File: src/rtl/jc_phase_monitor.sv
// Watches a 4-bit Johnson counter: decodes its phase, flags illegal codes and
// broken transitions, and counts completed counter cycles via CEO.
module jc_phase_monitor #(
  parameter int CYC_W = 8,
  parameter int ERR_W = 4
) (
  input  logic             clk,
  input  logic             R,
  input  logic             ce_in,
  input  logic [3:0]       q_in,
  input  logic             ceo_in,
  input  logic             clr_err,
  output logic [2:0]       phase,
  output logic             phase_valid,
  output logic             illegal,
  output logic             seq_err,
  output logic [ERR_W-1:0] err_cnt,
  output logic [CYC_W-1:0] cycles,
  output logic             cycle_wrap
);

  localparam logic [ERR_W-1:0] ERR_MAX = {ERR_W{1'b1}};
  localparam logic [CYC_W-1:0] CYC_MAX = {CYC_W{1'b1}};

  logic [3:0] q_d;
  logic       ce_d;
  logic       chk_en;
  logic       legal;
  logic [2:0] dec;
  logic [3:0] exp_q;
  logic       err_ev;

  always_comb begin
    legal = 1'b1;
    dec   = 3'd0;
    case (q_in)
      4'b0000: dec = 3'd0;
      4'b0001: dec = 3'd1;
      4'b0011: dec = 3'd2;
      4'b0111: dec = 3'd3;
      4'b1111: dec = 3'd4;
      4'b1110: dec = 3'd5;
      4'b1100: dec = 3'd6;
      4'b1000: dec = 3'd7;
      default: legal = 1'b0;
    endcase
  end

  // Without ce the upstream counter holds, so the same code must reappear.
  assign exp_q  = ce_d ? {q_d[2:0], ~q_d[3]} : q_d;
  assign err_ev = chk_en && (!legal || (q_in != exp_q));

  always_ff @(posedge clk) begin
    if (R) begin
      phase       <= '0;
      phase_valid <= 1'b0;
      illegal     <= 1'b0;
      seq_err     <= 1'b0;
      err_cnt     <= '0;
      cycles      <= '0;
      cycle_wrap  <= 1'b0;
      q_d         <= '0;
      ce_d        <= 1'b0;
      chk_en      <= 1'b0;
    end else begin
      q_d    <= q_in;
      ce_d   <= ce_in;
      chk_en <= 1'b1;

      if (legal) phase <= dec;
      phase_valid <= legal;
      illegal     <= !legal;

      // A new error outranks a coincident clear: the count restarts at one.
      if (err_ev) begin
        seq_err <= 1'b1;
        if (clr_err)              err_cnt <= ERR_W'(1);
        else if (err_cnt != ERR_MAX) err_cnt <= err_cnt + ERR_W'(1);
      end else if (clr_err) begin
        seq_err <= 1'b0;
        err_cnt <= '0;
      end

      if (ceo_in) cycles <= cycles + CYC_W'(1);
      cycle_wrap <= ceo_in && (cycles == CYC_MAX);
    end
  end

endmodule

File: config.mk
export PLATFORM = sky130hd
export DESIGN_NAME = jc_phase_monitor
export DESIGN_NICKNAME = d
export VERILOG_FILES = /design/src/rtl/jc_phase_monitor.sv
export SDC_FILE = /design/constraint.sdc
export NUM_CORES = 1
export LEC_CHECK = 0
export ABC_AREA = 1
export CAP_MARGIN = 30
export CORE_UTILIZATION = 40
export CTS_BUF_LIST = sky130_fd_sc_hd__clkbuf_2
export DETAILED_ROUTE_END_ITERATION = 10
export PLACE_DENSITY = 0.74
export SYNTH_ARGS = -nofsm -noshare
export SYNTH_HDL_FRONTEND = slang
export SYNTH_SLANG_ARGS = --single-unit
File: constraint.sdc
create_clock -name clk -period 1.1 [get_ports clk]
set_input_delay 0.22 -clock clk [delete_from_list [all_inputs] [get_ports clk]]
set_output_delay 0.22 -clock clk [all_outputs]
set_load 0.03 [all_outputs]
; ---- Word level (Yosys, flattened, before mapping)
; Index checks and enable logic that the tools add are counted.
[totals]
regBits = 25
in_bits = 9
elab_cells = 42
[classes]
n_addsub = 2
n_eq_ne = 10
mux = 10
bitwise = 1
reduce_logical = 9
[op_table]
columns = operator, count
row1 = $pmux W3 S7, 1
row2 = $mux W4, 5
row3 = $eq A4 B4 Y1 const B, 4
row4 = $add A8 B1 Y8 const B, 1
row5 = $eq A8 B8 Y1 const B, 1
row6 = $reduce_or A8 Y1, 1
row7 = $add A4 B1 Y4 const B, 1
row8 = $eq A4 B1 Y1 const B, 1
row9 = $eq A4 B2 Y1 const B, 1
row10 = $eq A4 B3 Y1 const B, 1
row11 = $logic_not A4 Y1, 1
row12 = $mux W1, 4
row13 = $ne A4 B4 Y1, 1
row14 = $ne A4 B4 Y1 const B, 1
row15 = $reduce_bool A2 Y1, 2
row16 = $logic_and A1 B1 Y1, 2
row17 = $reduce_and A2 Y1, 1
row18 = $logic_not A1 Y1, 1
row19 = $logic_or A1 B1 Y1, 1
row20 = $not A1 Y1, 1

; ---- Logic depth before layout (Yosys ltp)
; Gate-level depths: netlist (run 1).
[depth]
word_depth = 8
mapped_depth = 13

; ---- Least setup slack after synthesis (run 1)
; No wires, ideal clock.
[synth_path]
path_kind = reg-to-reg
from = reg cycles[0]
to = reg cycles[6]
setup_time_ns = 0.113
t_arrival_ns = 1.336
required_ns = 0.987
setup_slack_ns = -0.349
stages_incl_launch_ff = 9
n_path_buf = 0
period_less_slack_ns = 1.449
cell_sequence = dfxtp_1 ha_1 nand3_1 nor2_1 nand2_1 nor2_1 nand2_1 nand2_1 nor2_1
[synth_between]
elab_chain_cells = 1
[synth_rtl]
columns = item, line_no
row1 = from (decl), 18  ; output logic [CYC_W-1:0] cycles,
row2 = from (signal assigned), 84  ; if (ceo_in) cycles <= cycles + CYC_W'(1);
row3 = $add A8 B1 Y8, 84
; Every way passes these cells.
; A chain may end at the register's enable or synchronous reset.

; ---- Worst setup path after layout (run 1)
[layout_path]
from = reg ce_d
to = reg err_cnt[2]
[layout_between]
elab_chain_cells = 6
word_cells_on_any_way = 7
[layout_rtl]
columns = item, line_no
row1 = from (decl), 26  ; logic ce_d;
row2 = from (signal assigned), 67  ; ce_d <= ce_in;
row3 = $mux W4 (*), 50  ; assign exp_q = ce_d ? {q_d[2:0], ~q_d[3]} : q_d;
row4 = $ne A4 B4 Y1 (*), 51  ; assign err_ev = chk_en && (!legal || (q_in != exp_q));
row5 = $logic_or A1 B1 Y1 (*), 51
row6 = $logic_and A1 B1 Y1 (*), 51
row7 = $reduce_bool A2 Y1 (no line), -
row8 = $reduce_and A2 Y1 (no line), -
row9 = to (signal assigned), 78  ; else if (err_cnt != ERR_MAX) err_cnt <= err_cnt + ERR_W'(1);
row10 = to (decl), 17  ; output logic [ERR_W-1:0] err_cnt,
; Mark *: on every way between the ends. The rest lies on a longest branch, timed or not.

==> out/qor.txt, run 1 <==
Static Leak -> 0.000951 uW
syn avg cell area -> 6.93 um^2
count of input and output buffers -> 27
critical-path cell list -> inv_8 > nand2_2 > nand2_2 > nand2_2 > nand2_2 > inv_1 > nor2_1 > nand2_1 > nand3_2 > nand2_1 > a21oi_1
Layout Skew -> 0.00835 ns
CP top delay family -> simple AND/OR/NAND/NOR gates
Pint -> 1240 uW
critical path class -> reg2reg
Die Width -> 56.6 um
VDD IR max -> 865 uV
TritonCTS Buffers -> 3
Worst setup EP type -> register
#FFs+latches synth -> 25
critical path required time -> 1.40 ns
drt via density -> 5.14
area post-placement -> 0.00167 mm^2
full die area -> 0.00320 mm^2
Synth Flop Type -> dfxtp_1
Most common cell on crit path -> nand2_2
max_slew headroom -> 0.787
synth top area cells -> dfxtp_1 (42%), nand2_1 (16%), nor2_1 (7.9%), inv_1 (6.0%), nand3_1 (5.9%)
Post-DRT Antenna Nets -> 0
crit path max fanout -> 8
mean routed wirelength per cell -> 13.8 um
EDFF count, synth -> 0
Yosys top cell area share -> 0.420
post-synthesis cell type with the largest combined area -> dfxtp_1
fraction of layout cells with a size suffix above 1 -> 0.506
count leader, synth -> nand2_1
Congestion Overflow GR -> 0
Final Worst Setup Slack -> -0.229 ns
RSZ-0062 raised after global routing -> true
worst skew pair latency -> 0.35 ns
power density over cell area -> 916 mW/mm^2
Setup Viol. Count Final -> 20
endpoints failing hold -> 0
Root Driver -> clkbuf_2
Chip Height -> 56.6 um
slowest stage delay, CP -> 0.44 ns
Synth Cell Area -> 0.00119 mm^2
Final #Nets -> 247
Yosys cell types -> 20
gp weighted congestion -> 0.967
Rows -> 19
Starting Density -> 0.429
Synthesis Warnings -> 0
Ports -> 28
DRC -> 0
register area share after synthesis -> 0.420
Comb pwr share -> 0.252
largest net degree at the start of global routing -> 15
final instance area -> 0.00198 mm^2
max_cap viols -> 0
dpl hpwl -> 2.28 mm
core area -> 0.00278 mm^2
Mapped Cells -> 172
number of DRC markers in iteration 0 -> 28
CTS hold repair buffers -> 0
n_diodes -> 0
clock transition at the registers of the reported paths -> 0.25 ns
asr flop ratio synth -> 0
number of antenna violations at the first check in global routing -> 0
number of vias in the routed layout -> 1,366
fin crit share -> 1.21
violated checks -> setup timing
slowest stage cell, crit path -> dfxtp_4
Slew Viols, Final -> 0
Setup TNS -> -2.38 ns
DP Worst Slack -> -0.619 ns
fillcell total -> 189
P&R area growth vs syn -> 66.1%
Switching Fraction -> 0.318
Max Freq -> 0.753 GHz
Commonest cells post-synth -> nand2_1 (50), dfxtp_1 (25), nor2_1 (25), inv_1 (19), nand3_1 (14)
number of global-route vias before repair -> 1,310
first-pass GRT wire length -> 5.39 mm
H-tree depth -> 1
Clock Sinks -> 25
Critical Path Start Type -> register
DRT Pass-1 Iters -> 4
CTS tree -> built
clock power share -> 0.205
Worst EP arrival -> 1.63 ns
Min-Delay Path Class -> in2reg
CTS Buffer Depth -> 2
post-synthesis net count -> 183
CP Buf/Inv Count -> 2
total power -> 1820 uW
All-Layer GR Usage -> 0.209
Flop pwr share -> 0.543
status -> complete, but fails checks
Routed WL -> 3.68 mm
Worst Tran Pin Value -> 0.315 ns
final period demand of the worst path -> 1.33 ns
sw power -> 578 uW
[state kept, by name, indices dropped and copies added (netlist names)]
| register | cells |
|---|---|
| err_cnt | 4 |
| chk_en | 1 |
| ce_d | 1 |
| q_d | 4 |
| cycles | 8 |
| seq_err | 1 |
| illegal | 1 |
| cycle_wrap | 1 |
| phase_valid | 1 |
| phase | 3 |
[power groups by stage]
stage	sequential [uW]	clock, uW	combinational [uW]
after global placement	987	0	386
final	986	372	457
after CTS	980	370	419
after global routing	991	417	493
after detailed placement	989	0	396
after floorplan	1040	0	162
[cell type report]
type,count,area [um^2],share of cell area
multi-input cells,122,714,0.361
repair buffers,61,568,0.287
flip-flops and latches,25,542,0.274
inverters,23,97.6,0.0493
well taps,31,38.8,0.0196
clock buffers,3,15.0,0.00758
clock inverters,1,5.00,0.00253
[through the flow]
| stage | hold slack, ns | std cells | util |
|---|---|---|---|
| 3_5_place_dp | 0.460 | 250 | 0.599 |
| 6_report | 0.127 | 266 | 0.712 |
| 2_1_floorplan | 0.301 | 172 | - |
| 3_3_place_gp | 0.450 | 250 | 0.599 |
| 4_1_cts | 0.300 | 261 | 0.658 |
| 5_1_grt | 0.122 | 266 | 0.712 |
[layout by cell type (no fill, tap or decap), types with 3 or more instances in the layout]
| cell type | instances |
|---|---|
| nand2_1 | 38 |
| a21oi_1 | 6 |
| dfxtp_1 | 4 |
| clkdlybuf4s50_1 | 5 |
| dfxtp_2 | 15 |
| buf_6 | 24 |
| clkbuf_2 | 3 |
| inv_1 | 18 |
| o21ai_0 | 4 |
| nor2_1 | 21 |
| inv_2 | 3 |
| nand2_2 | 16 |
| nand3_2 | 8 |
| buf_4 | 29 |
| dfxtp_4 | 6 |
| nand3_1 | 9 |
| nor2_4 | 3 |
[per-layer routing]
metal | up-vias | routed length (um) | GRT usage
met5 | - | 0 | 0
met4 | 0 | 104 | 0.0941
met3 | 10 | 92 | 0.0369
met2 | 31 | 2030 | 0.365
met1 | 657 | 1450 | 0.246
li1 | 668 | - | -
[path summary, 6_finish.rpt]
kind,startpoint,end,slack (ns),cells after the start
max,ce_d,err_cnt[2],-0.23,11
min,ceo_in,cycles[0],0.13,2
max reg2reg,ce_d,err_cnt[2],-0.23,11
min reg2reg,phase[2],phase[2],0.49,2
[what timing repair did]
action / CTS / global route
buffers inserted: 8 / 5
endpoints found under the hold margin: 0 / 0
pin swaps: 10 / 12
resized for setup: 39 / 33
endpoints found under the setup margin: 26 / 34
[worst register-to-register path, delay by kind of cell, from the launching register on]
family          cells  cell delay (ns)
buf+inv             2             0.13
simple gates        8             0.60
flops               1             0.44
compound gates      1             0.14
[logic make-up (layout without fill, tap and decap cells)]
kind of cell,Yosys count,in the layout,share of synthesized area
flops,25,25,0.420
fa+ha+maj,2,2,0.0210
simple gates,103,103,0.378
compound gates,15,15,0.0777
buf+inv,25,88,0.0892
xor+xnor,2,2,0.0147
No activity file was read; power rests on OpenSTA's default activity.
==> inputs of run 2 (changes only) <==
--- a/config.mk
+++ b/config.mk
@@ -7,6 +7,7 @@
 export LEC_CHECK = 0
 export ABC_AREA = 1
 export CAP_MARGIN = 30
+export CORE_MARGIN = 2
 export CORE_UTILIZATION = 40
 export CTS_BUF_LIST = sky130_fd_sc_hd__clkbuf_2
 export DETAILED_ROUTE_END_ITERATION = 10
==> run 2 against run 1 <==
Compared with the run above: the run ends with DRC, setup timing left; cell count down 4.1%; critical path depth is 1 lower; first-iteration DRC count increased by 68%; flip-flop and latch count unchanged; critical endpoint unchanged; highest routed layer unchanged.
==> out/qor.txt, run 2 (synthesized netlist as in run 1, its figures left out) <==
TritonCTS Buffers -> 3
sw power -> 568 uW
area post-placement -> 0.00165 mm^2
RSZ-0062 raised after global routing -> true
slowest stage delay, CP -> 0.44 ns
Setup Viol. Count Final -> 17
CTS tree -> built
DRT Pass-1 Iters -> 7
max_cap viols -> 0
Top reg by flops -> cycles
VDD IR max -> 646 uV
Die Width -> 58.6 um
Worst EP arrival -> 1.63 ns
Ports -> 28
final instance area -> 0.00197 mm^2
biggest registers after layout -> cycles x8, err_cnt x4, q_d x4
number of global-route vias before repair -> 1,201
number of antenna violations at the first check in global routing -> 0
P&R area growth vs syn -> 65.3%
Finished Layout Cells -> 255
max reg flops -> 8
Worst setup EP type -> register
Root Driver -> clkbuf_2
Comb pwr share -> 0.254
CTS hold repair buffers -> 0
Rows -> 19
Worst Tran Pin Value -> 0.361 ns
largest net degree at the start of global routing -> 14
critical path required time -> 1.37 ns
full die area -> 0.00343 mm^2
critical path class -> reg2reg
All-Layer GR Usage -> 0.187
Final Worst Setup Slack -> -0.261 ns
count of input and output buffers -> 27
violated checks -> DRC, setup timing
final core occ -> 0.702
dpl hpwl -> 2.16 mm
Post-DRT Antenna Nets -> 0
Slew Viols, Final -> 0
clock power share -> 0.200
status -> complete, but fails checks
final period demand of the worst path -> 1.36 ns
H-tree depth -> 1
Clock Sinks -> 25
most frequent cells in the layout -> nand2_1 (29), buf_6 (24), nand2_2 (21), nor2_1 (18), buf_4 (18)
core area -> 0.00281 mm^2
commonest non-fill, non-tap cell in the layout -> nand2_1
Most common cell on crit path -> nand2_2
CP top delay family -> flip-flops
Critical Path Start Type -> register
n_diodes -> 0
DRC -> 1
slowest stage cell, crit path -> dfxtp_4
endpoints failing hold -> 0
mean routed wirelength per cell -> 12.6 um
Routed WL -> 3.20 mm
number of DRC markers in iteration 0 -> 47
Final #Nets -> 236
Static Leak -> 0.000898 uW
Switching Fraction -> 0.314
Layout Skew -> 0.00718 ns
Starting Density -> 0.425
Post-Place Cells -> 248
power density over cell area -> 919 mW/mm^2
number of vias in the routed layout -> 1,278
Chip Height -> 58.6 um
Pint -> 1240 uW
critical-path cell list -> inv_8 > nand2_4 > nand2_2 > nand2_2 > nand2_2 > nand3_2 > o21bai_4 > inv_2 > nand3_1 > a21oi_2
worst skew pair latency -> 0.34 ns
drt via density -> 5.01
total power -> 1810 uW
gp weighted congestion -> 0.895
Flop pwr share -> 0.546
first-pass GRT wire length -> 4.97 mm
Min-Delay Path Class -> in2reg
clock transition at the registers of the reported paths -> 0.22 ns
CP Buf/Inv Count -> 2
Max Freq -> 0.735 GHz
crit path max fanout -> 8
CTS Buffer Depth -> 2
fraction of layout cells with a size suffix above 1 -> 0.549
fin crit share -> 1.24
max_slew headroom -> 0.758
Congestion Overflow GR -> 0
run 2: cell count changes in the layout (fill, tap and decap cells not counted), sizes merged:
| cell | previous run | this run |
|---|---|---|
| clkbuf | 3 | 4 |
| dlygate4sd2 | 2 | 3 |
| clkdlybuf4s50 | 5 | 4 |
| clkinvlp | 1 | 0 |
| buf | 53 | 42 |
run 2: final cells by class:
class	instances	area, um^2
clock buffer	4	20.0
fill	220	835
inverter	23	95.1
multi-input combinational	122	786
sequential	25	547
tap	31	38.8
timing repair buffer	50	484
run 2: worst paths after layout:
kind                                from         end  slack, ns  cells past startpoint
worst max-delay path                ce_d  err_cnt[2]      -0.26                     10
worst min-delay path              ceo_in   cycles[0]       0.21                      2
worst max register to register      ce_d  err_cnt[2]      -0.26                     10
worst min register to register  phase[2]    phase[2]       0.49                      2
run 2: power by group through the flow:
stage	Sequential (uW)	Clock, uW	Combinational, uW
final	988	362	460
after global routing	993	410	496
after CTS	984	370	414
after detailed placement	991	0	387
after global placement	989	0	376
after floorplan	1040	0	162
run 2: worst register-to-register path: stages (launching register included):
cell and delay [ns]:
dfxtp_4 0.44, inv_8 0.10, nand2_4 0.05, nand2_2 0.06, nand2_2 0.05, nand2_2 0.08
nand3_2 0.09, o21bai_4 0.19, inv_2 0.07, nand3_1 0.08, a21oi_2 0.06
run 2: what timing repair did:
item,CTS,global route
pin swaps,11,16
endpoints found under the setup margin,30,31
resized for setup,52,46
setup buffers,4,1
run 2: per-stage QoR:
step / setup WS [ns] / hold slack, ns / TNS (ns)
global route: -0.346 / 0.192 / -3.43
CTS: -0.221 / 0.336 / -1.68
global placement: -0.566 / 0.452 / -8.14
detailed placement: -0.639 / 0.451 / -8.62
floorplan: -0.112 / 0.301 / -0.680
finish: -0.261 / 0.214 / -1.92
run 2: per-layer routing:
metal | global-route usage | share of wire | vias up | routed length [um]
li1 | - | - | 647 | -
met5 | 0 | 0 | - | 0
met3 | 0.0264 | 0.037 | 4 | 118
met2 | 0.340 | 0.53 | 30 | 1700
met4 | 0.0779 | 0.0097 | 0 | 31
met1 | 0.218 | 0.42 | 597 | 1350
==> inputs of run 3 (changes only) <==
--- a/config.mk
+++ b/config.mk
@@ -6,12 +6,13 @@
 export NUM_CORES = 1
 export LEC_CHECK = 0
 export ABC_AREA = 1
-export CAP_MARGIN = 30
+export CAP_MARGIN = 20
 export CORE_MARGIN = 2
 export CORE_UTILIZATION = 40
 export CTS_BUF_LIST = sky130_fd_sc_hd__clkbuf_2
 export DETAILED_ROUTE_END_ITERATION = 10
-export PLACE_DENSITY = 0.74
+export PLACE_DENSITY = 0.71
+export RECOVER_POWER = 100
 export SYNTH_ARGS = -nofsm -noshare
 export SYNTH_HDL_FRONTEND = slang
 export SYNTH_SLANG_ARGS = --single-unit
==> constraint.sdc (replaced) <==
create_clock -name clk -period 1.46 [get_ports clk]
set_input_delay 0.292 -clock clk [delete_from_list [all_inputs] [get_ports clk]]
set_output_delay 0.292 -clock clk [all_outputs]
set_load 0.03 [all_outputs]
==> run 3 against run 2 <==
Compared with the run above: the flow now finishes without violations; count of clock-buffer cells in the layout did not move; combinational power shrank 38%; core utilization fell by 12 points; first-iteration DRC count down 43%; non-clock buffer count down 4; sequential power is 26% lower; power down 29%; worst hold slack better by 0.21 ns; global-route usage shrank 1.6 points; critical path type is now in2reg; largest power group unchanged.
==> out/qor.txt, run 3 (synthesized netlist as in run 1, its figures left out) <==
CTS Buffer Depth -> 2
critical-path cell list -> clkdlybuf4s50_1 > inv_1 > nand2_1 > nand3_2 > nand2_2 > nand2_2 > o21bai_4 > clkbuf_4 > o21ai_0
max reg flops -> 8
VDD IR max -> 461 uV
worst hold path endpoint -> ce_d
Critical Path Start Type -> input pin
Max Freq -> 0.696 GHz
fraction of layout cells with a size suffix above 1 -> 0.227
status -> finished clean
hold_ws -> 0.427 ns
Top reg by flops -> cycles
Static Leak -> 0.000774 uW
Ports -> 28
commonest non-fill, non-tap cell in the layout -> nand2_1
critical path required time -> 1.71 ns
number of global-route vias before repair -> 1,105
number of vias in the routed layout -> 1,201
Slew Viols, Final -> 0
endpoints failing hold -> 0
Worst setup EP type -> register
Most common cell on crit path -> nand2_2
Worst Tran Pin Value -> 0.390 ns
biggest registers after layout -> cycles x8, err_cnt x4, q_d x4
min-delay src -> ce_in
core area -> 0.00281 mm^2
TritonCTS Buffers -> 3
drt via density -> 4.78
worst reg2reg setup slack -> 0.05 ns
Chip Height -> 58.6 um
Routed WL -> 2.71 mm
full die area -> 0.00343 mm^2
DRT Pass-1 Iters -> 4
clock transition at the registers of the reported paths -> 0.23 ns
max_slew headroom -> 0.741
RR Startpoint -> ce_d
Post-DRT Antenna Nets -> 0
most frequent cells in the layout -> nand2_1 (48), nor2_1 (24), dfxtp_1 (21), inv_1 (18), buf_4 (17)
power density over cell area -> 790 mW/mm^2
Reg-to-Reg End -> seq_err
Post-Place Cells -> 246
Rows -> 19
slowest stage cell, crit path -> clkdlybuf4s50_1
Finished Layout Cells -> 251
worst skew pair latency -> 0.34 ns
fin crit share -> 0.984
Root Driver -> clkbuf_2
reg2reg path depth -> 10
H-tree depth -> 1
Min-Delay Path Class -> in2reg
Clock Sinks -> 25
mean routed wirelength per cell -> 10.8 um
critical path class -> in2reg
Setup Viol. Count Final -> 0
number of DRC markers in iteration 0 -> 27
P&R area growth vs syn -> 37.1%
slowest stage delay, CP -> 0.55 ns
CTS tree -> built
gp weighted congestion -> 0.934
All-Layer GR Usage -> 0.171
RSZ-0062 raised after global routing -> true
final period demand of the worst path -> 1.44 ns
Worst EP arrival -> 1.69 ns
Congestion Overflow GR -> 0
Starting Density -> 0.425
Hold Path Cell Cnt -> 3
Layout Skew -> 0.0162 ns
number of antenna violations at the first check in global routing -> 0
count of input and output buffers -> 27
Die Width -> 58.6 um
max_cap viols -> 0
dpl hpwl -> 2.12 mm
DRC -> 0
Final #Nets -> 232
largest net degree at the start of global routing -> 14
n_diodes -> 0
crit path max fanout -> 5
first-pass GRT wire length -> 4.60 mm
==> run 3: cell types whose count changed in the layout (fill, tap and decap cells not counted), moves of 6 or more <==
| cell | change |
|---|---|
| nor2_4 | -6 |
| nand2_2 | -14 |
| dfxtp_1 | +17 |
| dfxtp_2 | -9 |
| nand2_1 | +19 |
| clkdlybuf4s15_1 | +6 |
| dfxtp_4 | -8 |
| nor2_1 | +6 |
| buf_6 | -24 |
==> run 3: area by class of cell <==
class                      count  area, um^2
timing repair buffer          46         372
clock buffer                   4        20.0
fill                         274        1170
tap                           31        38.8
sequential                    25         505
multi-input combinational    122         606
inverter                      23        93.8
==> run 3: worst max path at each step <==
stage | startpoint | end | slack, ns
after floorplan | cycles[0] | cycles[6] | 0.01
after global placement | q_in[0] | err_cnt[1] | -0.27
after detailed placement | q_in[1] | err_cnt[2] | -0.33
after CTS | cycles[2] | cycles[2] | 0.002
after global routing | ce_d | err_cnt[0] | -0.06
final | q_in[1] | seq_err | 0.02
==> run 3: where the power goes <==
part	internal (uW)	leakage, uW	switching [uW]
Clock	72.4	0.0000166	200
Sequential	715	0.000207	19.0
Combinational	118	0.000550	168
==> run 3: critical path: cells and delay by family <==
kind / cells / cell delay [ns]
buffers and inverters: 3 / 0.83
and+or+nand+nor: 4 / 0.34
AOI/OAI and AO/OA: 2 / 0.23
==> run 3: what timing repair did <==
| action | CTS | global route |
|---|---|---|
| setup endpoints to repair | 19 | 18 |
| hold endpoints to repair | 0 | 0 |
| setup buffers | 0 | 1 |
| gates resized for setup | 33 | 24 |
| pin swaps | 0 | 9 |
| hold buffers | 0 | 0 |
==> run 3: stage by stage <==
| step | TNS (ns) | cell area (um^2) | utilization | setup WS (ns) | power (uW) |
|---|---|---|---|---|---|
| after global placement | -2.29 | 1630 | 0.583 | -0.272 | 1030 |
| after global routing | -0.123 | 1640 | 0.583 | -0.0560 | 1370 |
| after CTS | 0 | 1650 | 0.587 | 0.00179 | 1310 |
| after floorplan | 0 | 1190 | - | 0.0105 | 905 |
| after detailed placement | -2.66 | 1630 | 0.583 | -0.333 | 1040 |
| final | 0 | 1640 | 0.583 | 0.0233 | 1290 |
==> run 3: metal layers <==
layer | track usage | routed length, um | share of wire | vias to the layer above
met3 | 0.0242 | 103 | 0.038 | 0
li1 | - | - | - | 637
met5 | 0 | 0 | 0 | -
met2 | 0.292 | 1360 | 0.50 | 31
met1 | 0.212 | 1250 | 0.46 | 533
met4 | 0.0812 | 0 | 0 | 0
